File: src/rtl/alu_pkg.sv
// Shared ALU definitions: opcode encodings, default width, shifter mode select.
// No logic; no latency; no flow control.
package alu_pkg;

    localparam int ALU_WIDTH = 32;

    localparam logic [3:0] OP_ADD  = 4'd0;
    localparam logic [3:0] OP_SUB  = 4'd1;
    localparam logic [3:0] OP_SLL  = 4'd2;
    localparam logic [3:0] OP_SLT  = 4'd3;
    localparam logic [3:0] OP_SLTU = 4'd4;
    localparam logic [3:0] OP_XOR  = 4'd5;
    localparam logic [3:0] OP_SRL  = 4'd6;
    localparam logic [3:0] OP_SRA  = 4'd7;
    localparam logic [3:0] OP_OR   = 4'd8;
    localparam logic [3:0] OP_AND  = 4'd9;

    typedef enum logic [1:0] {
        SH_SLL = 2'd0,
        SH_SRL = 2'd1,
        SH_SRA = 2'd2
    } shift_mode_e;

endpackage

File: src/rtl/alu_shifter.sv
// Barrel shifter for SLL / SRL / SRA.
// Combinational, zero latency; no flow control.
module alu_shifter
    import alu_pkg::*;
#(
    parameter int WIDTH   = ALU_WIDTH,
    parameter int SHAMT_W = $clog2(WIDTH)
) (
    input  logic [WIDTH-1:0]   i_value,
    input  logic [SHAMT_W-1:0] i_shamt,
    input  shift_mode_e        i_mode,
    output logic [WIDTH-1:0]   o_result
);

    always_comb begin
        o_result = i_value;
        case (i_mode)
            SH_SLL:  o_result = i_value << i_shamt;
            SH_SRL:  o_result = i_value >> i_shamt;
            SH_SRA:  o_result = $unsigned($signed(i_value) >>> i_shamt);
            default: o_result = i_value;
        endcase
    end

endmodule

File: src/rtl/alu32.sv
// 32-bit integer ALU with registered result and branch compare flags.
// One cycle latency; accepts a new operation every cycle, never stalls.
module alu32
    import alu_pkg::*;
#(
    parameter int WIDTH   = ALU_WIDTH,
    parameter int SHAMT_W = $clog2(WIDTH)
) (
    input  logic             clk,
    input  logic             rst_n,
    input  logic [WIDTH-1:0] OP1,
    input  logic [WIDTH-1:0] OP2,
    input  logic [3:0]       OPCODE,
    output logic [WIDTH-1:0] RESULT,
    output logic             LT,
    output logic             LTU,
    output logic             EQ
);

    logic [WIDTH-1:0] w_sum;
    logic [WIDTH-1:0] w_diff;
    logic [WIDTH-1:0] w_shift;
    logic [WIDTH-1:0] w_result;
    logic             w_lt;
    logic             w_ltu;
    logic             w_eq;
    shift_mode_e      w_mode;

    logic [WIDTH-1:0] r_result;
    logic             r_lt;
    logic             r_ltu;
    logic             r_eq;

    assign w_sum  = OP1 + OP2;
    assign w_diff = OP1 - OP2;
    assign w_lt   = $signed(OP1) < $signed(OP2);
    assign w_ltu  = OP1 < OP2;
    assign w_eq   = OP1 == OP2;

    always_comb begin
        w_mode = SH_SLL;
        if (OPCODE == OP_SRL) begin
            w_mode = SH_SRL;
        end else if (OPCODE == OP_SRA) begin
            w_mode = SH_SRA;
        end
    end

    // Only the low SHAMT_W bits of OP2 reach the shifter.
    alu_shifter #(
        .WIDTH   (WIDTH),
        .SHAMT_W (SHAMT_W)
    ) u_shifter (
        .i_value  (OP1),
        .i_shamt  (OP2[SHAMT_W-1:0]),
        .i_mode   (w_mode),
        .o_result (w_shift)
    );

    always_comb begin
        w_result = '0;
        case (OPCODE)
            OP_ADD:  w_result = w_sum;
            OP_SUB:  w_result = w_diff;
            OP_SLL,
            OP_SRL,
            OP_SRA:  w_result = w_shift;
            OP_SLT:  w_result = {{(WIDTH-1){1'b0}}, w_lt};
            OP_SLTU: w_result = {{(WIDTH-1){1'b0}}, w_ltu};
            OP_XOR:  w_result = OP1 ^ OP2;
            OP_OR:   w_result = OP1 | OP2;
            OP_AND:  w_result = OP1 & OP2;
            default: w_result = '0;
        endcase
    end

    always_ff @(posedge clk or negedge rst_n) begin
        if (!rst_n) begin
            r_result <= '0;
            r_lt     <= 1'b0;
            r_ltu    <= 1'b0;
            r_eq     <= 1'b0;
        end else begin
            r_result <= w_result;
            r_lt     <= w_lt;
            r_ltu    <= w_ltu;
            r_eq     <= w_eq;
        end
    end

    assign RESULT = r_result;
    assign LT     = r_lt;
    assign LTU    = r_ltu;
    assign EQ     = r_eq;

endmodule

File: config.mk
export PLATFORM = sky130hd
export DESIGN_NAME = alu32
export DESIGN_NICKNAME = d
export VERILOG_FILES = /design/src/rtl/alu_pkg.sv /design/src/rtl/alu_shifter.sv /design/src/rtl/alu32.sv
export SDC_FILE = /design/constraint.sdc
export NUM_CORES = 1
export LEC_CHECK = 0
export BUFFER_PORTS_ARGS = -buffer_cell sky130_fd_sc_hd__buf_2
export CORE_MARGIN = 4
export CORE_UTILIZATION = 60
export DETAILED_ROUTE_END_ITERATION = 6
export MAX_ROUTING_LAYER = met4
export PLACE_DENSITY = 0.81
export SKIP_LAST_GASP = 1
export SYNTH_ARGS = -nofsm -noshare
export SYNTH_HDL_FRONTEND = slang
export SYNTH_SLANG_ARGS = --single-unit
File: constraint.sdc
create_clock -name clk -period 0.8 [get_ports clk]
set_clock_uncertainty 0.15 [all_clocks]
set_input_delay 0.04 -clock clk [delete_from_list [all_inputs] [get_ports clk]]
set_output_delay 0.04 -clock clk [all_outputs]
set_load 0.03 [all_outputs]
==> summary.txt, run 1 <==
status: stopped before the end
Exit stage: clock tree synthesis (4_1_cts)
Run Error: [ERROR DPL-0038] Utilization greater than 100%, impossible to legalize
CTS root buf: clkbuf_16
number of gates resized after cts: 414
Die Wd: 134 um
# IOs: 105
placed cell area: 13900 um^2
sequential-to-total area share from yosys stat: 9.20%
Post-synth EDFFs: 0
die height: 134 um
Synth area leader: ha_1
most instantiated cells after synthesis: nor2_1 (163), a21oi_1 (147), nand2_1 (134)
CTS sink cnt: 35
ys flop type: dfrtp_1
Cells after Synth: 1374
dpl hpwl: 42.1 mm
total CTS buffers: 5
count of cell types in the netlist: 77
syn nets: 1547
Post-CTS Setup Inserts: 77
area share of the largest cell type after synthesis: 13.3%
ys async rst share: 100%
Final GP Congestion: 1.26
most common cell in the netlist: nor2_1
H-tree Lvls: 2
worst-case clock buffer depth: 2
yosys warns: 0
standard-cell rows: 45
top area cells in the synthesized netlist: ha_1 (13%), dfrtp_1 (9.2%), a21oi_1 (7.7%)
IO buf count: 104
Starting Density: 61.9%
Seq cells post-synth: 35
CTS Hold Bufs: 1
Post-Synthesis Cell Area: 9520 um^2
syn avg cell area: 6.93 um^2
metrics by stage:
| step | setup slack (ns) | cells |
|---|---|---|
| detailed placement | -2.34 | 2078 |
| global placement | -2.17 | 2078 |
| floorplan | -2.26 | 1374 |
kinds of logic after synthesis:
kind of cell / share of synthesized area (%)
simple gates: 18.8
buf+inv: 8.48
xor+xnor: 0.736
flops: 9.20
compound gates: 34.8
fa+ha+maj: 13.7
mux: 14.3
==> run 2: changes to the inputs <==
CORE_UTILIZATION = 40   (was 60)
MAX_ROUTING_LAYER = unset   (was met4)
PLACE_DENSITY = unset   (was 0.81)
PLACE_DENSITY_LB_ADDON = 0.15   (was unset)
==> summary.txt, run 2 <==
status: finished with violations (was stopped before the end)
failing checks: negative hold slack, negative setup slack
Post-synth EDFFs: 0 (unchanged)
CTS tree: built
switching part of the total: 45.2%
Die Wd: 162 um (was 134 um)
Gate power share: 73.8%
core area: 23500 um^2
total gr overflow: 0
number of max-cap violations: 0
fmax: 0.394 GHz
largest net degree at the start of global routing: 69
wire per inst: 23.8 um
antenna diode count: 0
worst hold path depth: 3
TritonRoute pass-1 iters: 6
RSZ-0062 raised after global routing: true
final hold slack: -0.00912 ns
Post-Synthesis Cell Area: 9520 um^2 (unchanged)
commonest non-fill, non-tap cell in the layout: buf_4
worst-case clock buffer depth: 2 (unchanged)
Hold Vio Cnt, Final: 1
yosys warns: 0 (unchanged)
via count: 14000
sequential-to-total area share from yosys stat: 9.20% (unchanged)
die area: 26300 um^2
most frequent cells in the layout: buf_4 (565), nor2_1 (147), nand2_1 (126)
dpl hpwl: 41.8 mm (was 42.1 mm)
Worst Setup End Kind: flop
Synth area leader: ha_1 (unchanged)
layout cells sized above 1: 52.1%
Synth Area in Compound Gates: 34.8% (unchanged)
Fillers: 1858
Worst-path clk slew: 0.08 ns
standard-cell rows: 56 (was 45)
pwr dens: 1030 nW/um^2
Max FO, Critical Path: 5
P&R area growth vs syn: 81.4%
total CTS buffers: 5 (unchanged)
type of the worst setup path: in -> reg
worst-margin pin slew: 0.861 ns
CTS root buf: clkbuf_16 (unchanged)
Relative slew margins: 42.4%
drt via density: 6.05
Tmin final: 2.54 ns
XOR/XNOR share of the synthesized area: 0.736% (unchanged)
most instantiated cells after synthesis: nor2_1 (163), a21oi_1 (147), nand2_1 (134) (unchanged)
Seq cells post-synth: 35 (unchanged)
Int Pwr: 9750 uW
Largest register FFs: 32
simple logic cell fraction of the synthesized area: 18.8% (unchanged)
area share of the largest cell type after synthesis: 13.3% (unchanged)
Final Util: 73.6%
H-tree Lvls: 2 (unchanged)
CTS sink cnt: 35 (unchanged)
Clk pwr share: 14.1%
DRC violations left: 0
largest family of logic cells by synthesized area: compound AO/OA/AOI/OAI gates (unchanged)
WP data required: 0.83 ns
area of the multi-input gates: 9450 um^2
syn avg cell area: 6.93 um^2 (unchanged)
Starting Density: 40.6% (was 61.9%)
Post-Synth Adder-Cell Area: 13.7% (unchanged)
Cells after Synth: 1374 (unchanged)
top area cells in the synthesized netlist: ha_1 (13%), dfrtp_1 (9.2%), a21oi_1 (7.7%) (unchanged)
first-pass GRT wire length: 80.8 mm
final cycle utilization of the critical path: 317%
Seq pwr share: 12.2%
post-route non-filler standard cell count: 2319
ys flop type: dfrtp_1 (unchanged)
Hold Path Class: in -> reg
GRT Resource Usage Total: 39.8%
WL final: 55.2 mm
vias in the first global route: 13200
LEAKAGE: 0.00800 uW
initial antenna violation count: 1
post-route ant nets: 0
final net count: 2172
CP Data Arrival Time: 2.57 ns
die height: 162 um (was 134 um)
Initial DRC Count: 1823
Startpoint Class: primary input
Max Transition Viols Final: 0
post-synthesis mux area share: 14.3% (unchanged)
most common cell in the netlist: nor2_1 (unchanged)
Switch Pwr: 8040 uW
Finish-stage setup viols: 70
syn nets: 1547 (unchanged)
sequential cell area: 876 um^2
Cells after DPL: 2239 (was 2078)
count of cell types in the netlist: 77 (unchanged)
IO buf count: 104 (unchanged)
Final GP Congestion: 1.04 (was 1.26)
ys async rst share: 100% (unchanged)
# IOs: 105 (unchanged)
Max IR drop VDD: 801 uV
PnR worst setup slack: -1.74 ns
[run 2: repair_timing]
item | 4_1_cts | 5_1_grt
hold endpoints to repair | 36 | 0
hold buffers | 1 | 0
buffers inserted | 41 | 42
pin swaps | 125 | 101
gates cloned | 4 | 2
endpoints found under the setup margin | 70 | 70
resized for setup | 349 | 127
[run 2: logic make-up (layout without fill, tap and decap cells)]
group / Yosys count / count (layout)
xor+xnor: 8 / 8
fa+ha+maj: 103 / 103
compound gates: 509 / 509
flops: 35 / 35
mux: 103 / 103
simple gates: 411 / 411
buf+inv: 205 / 831
[run 2: worst max-delay path: stages]
cell      delay [ns]
buf_12          0.11
buf_12          0.14
buf_12          0.14
mux2_4          0.30
mux4_2          0.53
nand2_2         0.09
a21oi_2         0.06
o32a_1          0.33
or3_1           0.40
a31oi_2         0.18
o21bai_1        0.14
o311ai_1        0.12
[run 2: layer usage]
layer  wire, um  GRT usage [%]  part of all wire [%]
met4       3800           20.8                   6.9
met3       5380           5.46                   9.7
met5          0              0                     0
met2      24200           62.0                    44
met1      21900           53.7                    40
[run 2: path summary, 6_finish.rpt]
kind,start,end,slack [ns]
min in group asynchronous,rst_n,RESULT[0],0.10
min,OPCODE[3],RESULT[0],-0.009
max in group asynchronous,rst_n,RESULT[2],0.14
max,OP2[0],RESULT[28],-1.74
[run 2: stage by stage]
| step | hold WS, ns | cell area [um^2] | worst slack [ns] | setup TNS (ns) | power [uW] |
|---|---|---|---|---|---|
| after floorplan | -0.406 | 9840 | -2.26 | -61.84 | 7270 |
| after global placement | -0.122 | 14400 | -2.37 | -70.87 | 12400 |
| after detailed placement | -0.118 | 14400 | -2.39 | -71.36 | 12400 |
| after CTS | -0.0213 | 16500 | -1.70 | -59.04 | 16600 |
| after global routing | 0.0113 | 17300 | -1.80 | -64.10 | 18500 |
| final | -0.00912 | 17300 | -1.74 | -61.02 | 17800 |
[run 2: cell type report]
type / count / share of cell area, %
clock buffers: 5 / 0.724
clock inverters: 3 / 0.253
inverters: 98 / 2.43
multi-input cells: 1134 / 54.7
flip-flops and latches: 35 / 5.07
well taps: 319 / 2.31
repair buffers: 725 / 34.5
[run 2: power groups by stage]
stage / Sequential, uW / Combinational, uW / Clock, uW
3_5_place_dp: 2120 / 10300 / 0
4_1_cts: 2160 / 12000 / 2480
6_report: 2170 / 13100 / 2500
2_1_floorplan: 2650 / 4620 / 0
3_3_place_gp: 2120 / 10200 / 0
5_1_grt: 2190 / 13800 / 2550
(Power assumes the default switching activity.)
